**src/rtl/sec_min_stopwatch.sv**
```systemverilog
// MM:SS BCD stopwatch counting rising edges of an asynchronous 1 s square wave.
// Optional lap display hold is built when LAP_HOLD_EN is defined.
module sec_min_stopwatch #(
    parameter int SYNC_STAGES = 2,
    parameter int MIN_MAX     = 59
) (
    input  logic        clk,
    input  logic        rst,
    input  logic        clk_1s,
    input  logic        start,
    input  logic        pause,
    input  logic        clr,
    input  logic        lap,
    output logic [3:0]  sec_lo,
    output logic [3:0]  sec_hi,
    output logic [3:0]  min_lo,
    output logic [3:0]  min_hi,
    output logic [15:0] disp,
    output logic        running,
    output logic        tick,
    output logic        wrap
);

    // state | meaning
    // IDLE  | count held at 00:00 or last cleared value, ticks discarded
    // RUN   | counting one second per tick
    // PAUSE | count frozen, ticks discarded
    typedef enum logic [1:0] {
        IDLE  = 2'd0,
        RUN   = 2'd1,
        PAUSE = 2'd2
    } state_t;

    localparam logic [3:0] MAX_HI = 4'(MIN_MAX / 10);
    localparam logic [3:0] MAX_LO = 4'(MIN_MAX % 10);

    state_t                 state;
    logic [SYNC_STAGES-1:0] sync;
    logic                   hist;
    logic [15:0]            count;

    logic [3:0] inc_sec_lo;
    logic [3:0] inc_sec_hi;
    logic [3:0] inc_min_lo;
    logic [3:0] inc_min_hi;
    logic       inc_roll;

    assign count = {min_hi, min_lo, sec_hi, sec_lo};

    // Edge detector sits after the full synchronizer so only settled values are compared.
    always_ff @(posedge clk or posedge rst) begin
        if (rst) begin
            sync <= '0;
            hist <= 1'b0;
            tick <= 1'b0;
        end else begin
            if (SYNC_STAGES > 1)
                sync <= {sync[SYNC_STAGES-2:0], clk_1s};
            else
                sync <= {SYNC_STAGES{clk_1s}};
            hist <= sync[SYNC_STAGES-1];
            tick <= sync[SYNC_STAGES-1] & ~hist;
        end
    end

    always_comb begin
        inc_sec_lo = sec_lo;
        inc_sec_hi = sec_hi;
        inc_min_lo = min_lo;
        inc_min_hi = min_hi;
        inc_roll   = 1'b0;
        if (sec_lo != 4'd9) begin
            inc_sec_lo = sec_lo + 4'd1;
        end else begin
            inc_sec_lo = 4'd0;
            if (sec_hi != 4'd5) begin
                inc_sec_hi = sec_hi + 4'd1;
            end else begin
                inc_sec_hi = 4'd0;
                if (min_hi == MAX_HI && min_lo == MAX_LO) begin
                    inc_min_lo = 4'd0;
                    inc_min_hi = 4'd0;
                    inc_roll   = 1'b1;
                end else if (min_lo != 4'd9) begin
                    inc_min_lo = min_lo + 4'd1;
                end else begin
                    inc_min_lo = 4'd0;
                    inc_min_hi = min_hi + 4'd1;
                end
            end
        end
    end

    // clr outranks everything; start in RUN simply keeps it running over pause.
    always_ff @(posedge clk or posedge rst) begin
        if (rst) begin
            state   <= IDLE;
            sec_lo  <= 4'd0;
            sec_hi  <= 4'd0;
            min_lo  <= 4'd0;
            min_hi  <= 4'd0;
            running <= 1'b0;
            wrap    <= 1'b0;
        end else begin
            wrap <= 1'b0;
            if (clr) begin
                state   <= IDLE;
                sec_lo  <= 4'd0;
                sec_hi  <= 4'd0;
                min_lo  <= 4'd0;
                min_hi  <= 4'd0;
                running <= 1'b0;
            end else begin
                case (state)
                    IDLE: begin
                        if (start) begin
                            state   <= RUN;
                            running <= 1'b1;
                        end
                    end
                    RUN: begin
                        if (tick) begin
                            sec_lo <= inc_sec_lo;
                            sec_hi <= inc_sec_hi;
                            min_lo <= inc_min_lo;
                            min_hi <= inc_min_hi;
                            wrap   <= inc_roll;
                        end
                        if (!start && pause) begin
                            state   <= PAUSE;
                            running <= 1'b0;
                        end
                    end
                    PAUSE: begin
                        if (start) begin
                            state   <= RUN;
                            running <= 1'b1;
                        end
                    end
                    default: begin
                        state   <= IDLE;
                        running <= 1'b0;
                    end
                endcase
            end
        end
    end

`ifdef LAP_HOLD_EN
    logic        hold;
    logic [15:0] lap_val;

    always_ff @(posedge clk or posedge rst) begin
        if (rst) begin
            hold    <= 1'b0;
            lap_val <= 16'd0;
        end else if (clr) begin
            hold <= 1'b0;
        end else if (lap && (state == RUN || state == PAUSE)) begin
            hold <= ~hold;
            if (!hold)
                lap_val <= count;
        end
    end

    assign disp = hold ? lap_val : count;
`else
    logic unused_lap;
    assign unused_lap = lap;
    assign disp       = count;
`endif

endmodule
```
**config.mk**
```make
export PLATFORM = sky130hd
export DESIGN_NAME = sec_min_stopwatch
export DESIGN_NICKNAME = d
export VERILOG_FILES = /design/src/rtl/sec_min_stopwatch.sv
export SDC_FILE = /design/constraint.sdc
export NUM_CORES = 1
export LEC_CHECK = 0
export ABC_AREA = 0
export CAP_MARGIN = 40
export CORE_ASPECT_RATIO = 0.8
export CORE_UTILIZATION = 65
export CTS_BUF_LIST = sky130_fd_sc_hd__clkbuf_16
export DETAILED_ROUTE_END_ITERATION = 8
export DONT_BUFFER_PORTS = 1
export PLACE_DENSITY_LB_ADDON = 0.05
export SLEW_MARGIN = 5
export SYNTH_ARGS = -nofsm -noshare
export SYNTH_HDL_FRONTEND = slang
export SYNTH_SLANG_ARGS = --single-unit
```
**constraint.sdc**
```tcl
create_clock -name clk -period 4.3 [get_ports clk]
set_input_delay 0.86 -clock clk [delete_from_list [all_inputs] [get_ports clk]]
set_output_delay 0.86 -clock clk [all_outputs]
set_load 0.02 [all_outputs]
```
# Word level (Yosys, flattened, before mapping)
# Cells that the tools add are included.
# word_totals
elab_cells,77
memories,0
reg_bits,24
ram_bits,0
output_inout_bits,35
rom_bits,0
input_bits,7
latchBits,0
# op_classes
eq_ne,12
div_mod_pow,0
mul,0
n_lt_le_gt_ge,0
n_reduce_logical,12
add_sub_neg,4
n_shift,0
n_mux,37
bitwise_logic,2
# op_table
operator,n
4-bit 2-to-1 mux,23
4-bit by 1-bit adder with 4-bit output (second input constant),4
1-bit 2-to-1 mux,9
4-bit inequality test (second input constant),2
2-bit 2-to-1 mux,3
3-bit inequality test (second input constant),2
5-bit AND reduction,1
4-bit by 3-bit == test with 1-bit output (second input constant),1
4-bit == test (second input constant),1
2-bit inequality test (second input constant),2
4-bit by 3-bit inequality test with 1-bit output (second input constant),1
2-bit case mux with 2 select lines,1
2-bit AND reduction,2
4-bit AND reduction,1
2-bit nonzero test,2
3-bit by 1-bit inequality test with 1-bit output (second input constant),1
3-bit AND reduction,1
2-bit by 1-bit == test with 1-bit output (second input constant),1
2-bit == test (second input constant),1
1-bit logical AND,2
2-bit zero test,1
1-bit case mux with 2 select lines,1
2-bit OR reduction,1
1-bit bitwise AND,1
2 further kinds,2

# Logic depth before layout (Yosys ltp)
# depth
word_depth,8
mapped_depth,7
depth_no_buf,6

# Least setup slack after synthesis
# Ideal clock, no wire load.
# synth_timing
kind,register -> register
start,reg min_lo[1]
end,reg min_hi[3]
setup_slack_ns,2.391
setup_time_ns,0.077
arrival_time_ns,1.832
path_stages_with_launch,8
path_buffers,1
period_less_slack_ns,1.909
required_ns,4.223
cell_sequence,dfrtp_1 -> inv_1 -> ha_1 -> and3b_1 -> buf_6 -> a41o_1 -> or4b_1 -> o21ai_1
# synth_between
elab_chain_len,8
word_cells_on_any_way,11
cone_classes,eq/ne: 3; mux: 6; reduce/logical: 2
# synth_rtl
element,line,source
from (decl),16,"output logic [3:0] min_lo,"
from (signal assigned),125,min_lo <= inc_min_lo;
4-bit == test,80,if (min_hi == MAX_HI && min_lo == MAX_LO) begin
1-bit logical AND,80,
4-bit 2-to-1 mux,80,
4-bit 2-to-1 mux,76,if (sec_hi != 4'd5) begin
4-bit 2-to-1 mux,72,if (sec_lo != 4'd9) begin
4-bit 2-to-1 mux,122,if (tick) begin
4-bit 2-to-1 mux,114,case (state)
4-bit 2-to-1 mux,106,if (clr) begin
to (signal assigned),126,min_hi <= inc_min_hi;
to (decl),17,"output logic [3:0] min_hi,"
# Several ways; a longest one is shown, not always the timed one. The select of a mux whose other input is x is not followed.
# A chain may end at the register's enable or synchronous reset.

# Worst setup path after layout
# layout_timing
start,reg sec_lo[0]
end,reg min_lo[1]
# layout_between
elab_chain_len,3
# layout_rtl
element,line,source
from (decl),14,"output logic [3:0] sec_lo,"
from (signal assigned),123,sec_lo <= inc_sec_lo;
4-bit inequality test,72,
2-bit inequality test (no source line),--,
4-bit AND reduction (no source line),--,
# Every way passes these cells.

==> key figures <==
Timing
  – Slew margin rel.: 61.9%
  – Worst Tran Pin Value: 0.572 ns
  – Fin crit share: 54.3%
  – Final setup fails: 0
  – Final Hold Vio Count: 0
  – Tmin final: 2.34 ns
  – Max Clk Rate: 0.428 GHz
  – RSZ-0062 raised after global routing: no
  – Setup TNS: 0 ns
  – Pins Over Slew Limit: 0
  – Clock Skew: 0.00217 ns

Logic synthesis
  – Ys async rst share: 100%
  – Sequential-to-total area share from yosys stat: 44.2%
  – Synth area leaders: dfrtp_1 44%, buf_4 9.8%, ha_1 7.7%
  – Syn nets: 147
  – Area leader, netlist: dfrtp_1
  – Mux share of post-synthesis cell area: 1.63%
  – Cell Area, Synth: 1300 sq um
  – Avg Cell Area, Syn: 9.87 sq um
  – Synth Area in Adders: 7.68%
  – Compound-Gate Fraction of Synth Area: 15.7%
  – Syn Inst Count: 132
  – Synth warn: 0
  – Unique masters post-synth: 38
  – Synth Flop Type: dfrtp_1
  – Synth Register Bits: 23
  – Main combinational cell family by area after synthesis: simple AND/OR/NAND/NOR gates
  – Post-Synth Simple-Gate Area: 16.0%
  – Post-synth EDFFs: 0
  – Yosys top cell area share: 44.2%
  – Xor and xnor area share after synthesis: 0%

Final layout
  – Fillers: 144
  – ANT cells: 0
  – Commonest non-fill, non-tap cell in the layout: dfrtp_1
  – Register area: 576 sq um
  – Multi-input gate area: 534 sq um
  – Most frequent cells in the layout: 23 x dfrtp_1, 11 x inv_1, 9 x a21oi_1
  – Share of post-route cells with drive strength above 1: 6.96%
  – Finished Layout Cells: 139
  – NumNets Final: 131
  – Syn-to-layout area delta: -2.40%

Drt
  – Vias per std cell: 6.47
  – DRT Pass-1 Iters: 4
  – Vias: 900
  – Final ANT Viol Nets: 0
  – Final WL: 2410 um
  – DRT iter0 DRCs: 14
  – Remaining DRCs: 0
  – Wire length per cell: 17.3 um

Setup path
  – Crit path largest cell delay: 0.70 ns
  – CP Capture Type: flop
  – Slowest cell on the critical path: dfrtp_1
  – R2R depth: 5
  – WP data required: 4.46 ns
  – Crit. path cell count: 5
  – Class of the most critical setup path: flop to flop
  – CP Max Fanout: 10
  – Buffers & Inverters on Critical Path: 0
  – Worst path top cell family by delay: simple AND/OR/NAND/NOR gates
  – WP data arrival: 2.50 ns
  – Crit path cell chain: ha_1 > and3b_1 > a31oi_1 > or4_1 > o21ai_0
  – Critical path launch point type: flop

Clock network
  – Number of CTS-inserted buffers: 3
  – TritonCTS clock tree: yes
  – Clock tree root buffer cell: clkbuf_16
  – CTS clock-pin slew for the worst setup and hold paths: 0.06 ns
  – # H-tree levels: 1
  – Post-CTS sizing: 0
  – CTS max path bufs: 2
  – Clock sinks: 23
  – # hold bufs at CTS: 0
  – Clk Latency, worst-skew pair: 0.25 ns
  – Setup Fix Bufs, Post-CTS: 0

Floorplan
  – DIE WIDTH: 52.1 um
  – Row count: 14
  – Initial Util: 69.5%
  – Die height: 42.0 um
  – Placeable Area: 1870 sq um
  – DIE AREA: 2190 sq um
  – I/O pins: 42

Pwr
  – Maximum VDD drop: 0.000418 V
  – Pwr/cell area: 424 nW/um^2
  – Leak: 0.587 nW

Global route
  – Vias in the first global route: 810
  – Largest net degree at the start of global routing: 19
  – First-pass GRT wire length: 3800 um
  – Initial antenna violation count: 0
  – All-layer global routing usage: 24.1%
  – Grt ovf: 0

Place
  – Routability cong.: 0.715
  – I/O Buffers: 0
  – DP Cell Count: 135
  – Detailed Place HPWL: 1700 um

Worst hold path
  – Hold path cells: 0
  – HP Class: flop to flop

Flow run
  – # Max-Cap Violations: 0

Outcome
  – Status: finished clean
[layer usage]
| metal | up-vias | GRT usage [%] | share of wire, % |
|---|---|---|---|
| li1 | 417 | - | - |
| met1 | 443 | 33.8 | 45 |
| met3 | 2 | 7.61 | 5.8 |
| met5 | - | 0 | 0 |
| met4 | 0 | 6.49 | 0.83 |
| met2 | 38 | 35.9 | 49 |
[worst paths after layout]
path,from,endpoint,slack [ns]
setup / recovery,sec_lo[0],min_lo[1],1.96
hold / removal,sync[0],sync[1],0.38
setup reg to reg,sec_lo[0],min_lo[1],1.96
hold reg to reg,sync[0],sync[1],0.38
max in group asynchronous,rst,sec_lo[1],3.36
min in group asynchronous,rst,min_hi[0],0.49
[per-stage QoR]
| step | setup slack [ns] | hold WS [ns] | util (%) | total power, mW | area [sq um] |
|---|---|---|---|---|---|
| 3_3_place_gp | 2.10 | 0.343 | 62.8 | 0.342 | 1180 |
| 6_report | 1.96 | 0.377 | 67.8 | 0.538 | 1270 |
| 5_1_grt | 1.82 | 0.398 | 67.8 | 0.560 | 1270 |
| 2_1_floorplan | 2.39 | 0.331 | - | 0.352 | 1300 |
| 3_5_place_dp | 2.00 | 0.365 | 63.6 | 0.350 | 1190 |
| 4_1_cts | 1.98 | 0.387 | 67.8 | 0.543 | 1270 |
[state kept, by name, indices dropped and copies added (netlist names)]
signal,flops
tick,1
min_hi,4
hist,1
wrap,1
sec_lo,4
running,1
min_lo,4
sync,2
sec_hi,4
state,1
[cells in the mapped netlist, types with 2 or more instances]
cell,n
a21o_1,2
a21oi_1,9
or3_1,5
ha_1,8
nor3_1,4
nand2_1,4
a31oi_1,2
o21ai_0,8
inv_1,10
nor2_1,5
clkbuf_1,3
buf_4,17
nor4_1,2
nand3_1,3
or4_1,2
dfrtp_1,23
and3b_1,4
[kinds of logic after synthesis]
family | count (synthesis)
multiplexers | 2
AO/OA/AOI/OAI | 32
adder cells (fa/ha/maj) | 8
flip-flops | 23
buffers and inverters | 32
AND/OR/NAND/NOR | 35
[layout make-up]
| cell class | instances | share of cell area [%] |
|---|---|---|
| flip-flops and latches | 23 | 45.3 |
| well taps | 24 | 2.36 |
| clock inverters | 1 | 0.295 |
| repair buffers | 1 | 1.18 |
| inverters | 10 | 2.95 |
| clock buffers | 3 | 5.91 |
| multi-input cells | 77 | 42.0 |
[power breakdown]
group / internal [mW] / leakage, nW / switching (mW)
clock network: 0.124 / 0.0423 / 0.0693
registers: 0.232 / 0.305 / 0.0678
logic: 0.0219 / 0.239 / 0.0236
total: 0.378 / 0.587 / 0.161
[worst register-to-register path, cell delays in order, from the launching register on]
cell and delay, ns:
dfrtp_1 0.70, ha_1 0.24, and3b_1 0.41, a31oi_1 0.29, or4_1 0.51, o21ai_0 0.10
No activity file was read; power rests on OpenSTA's default activity.
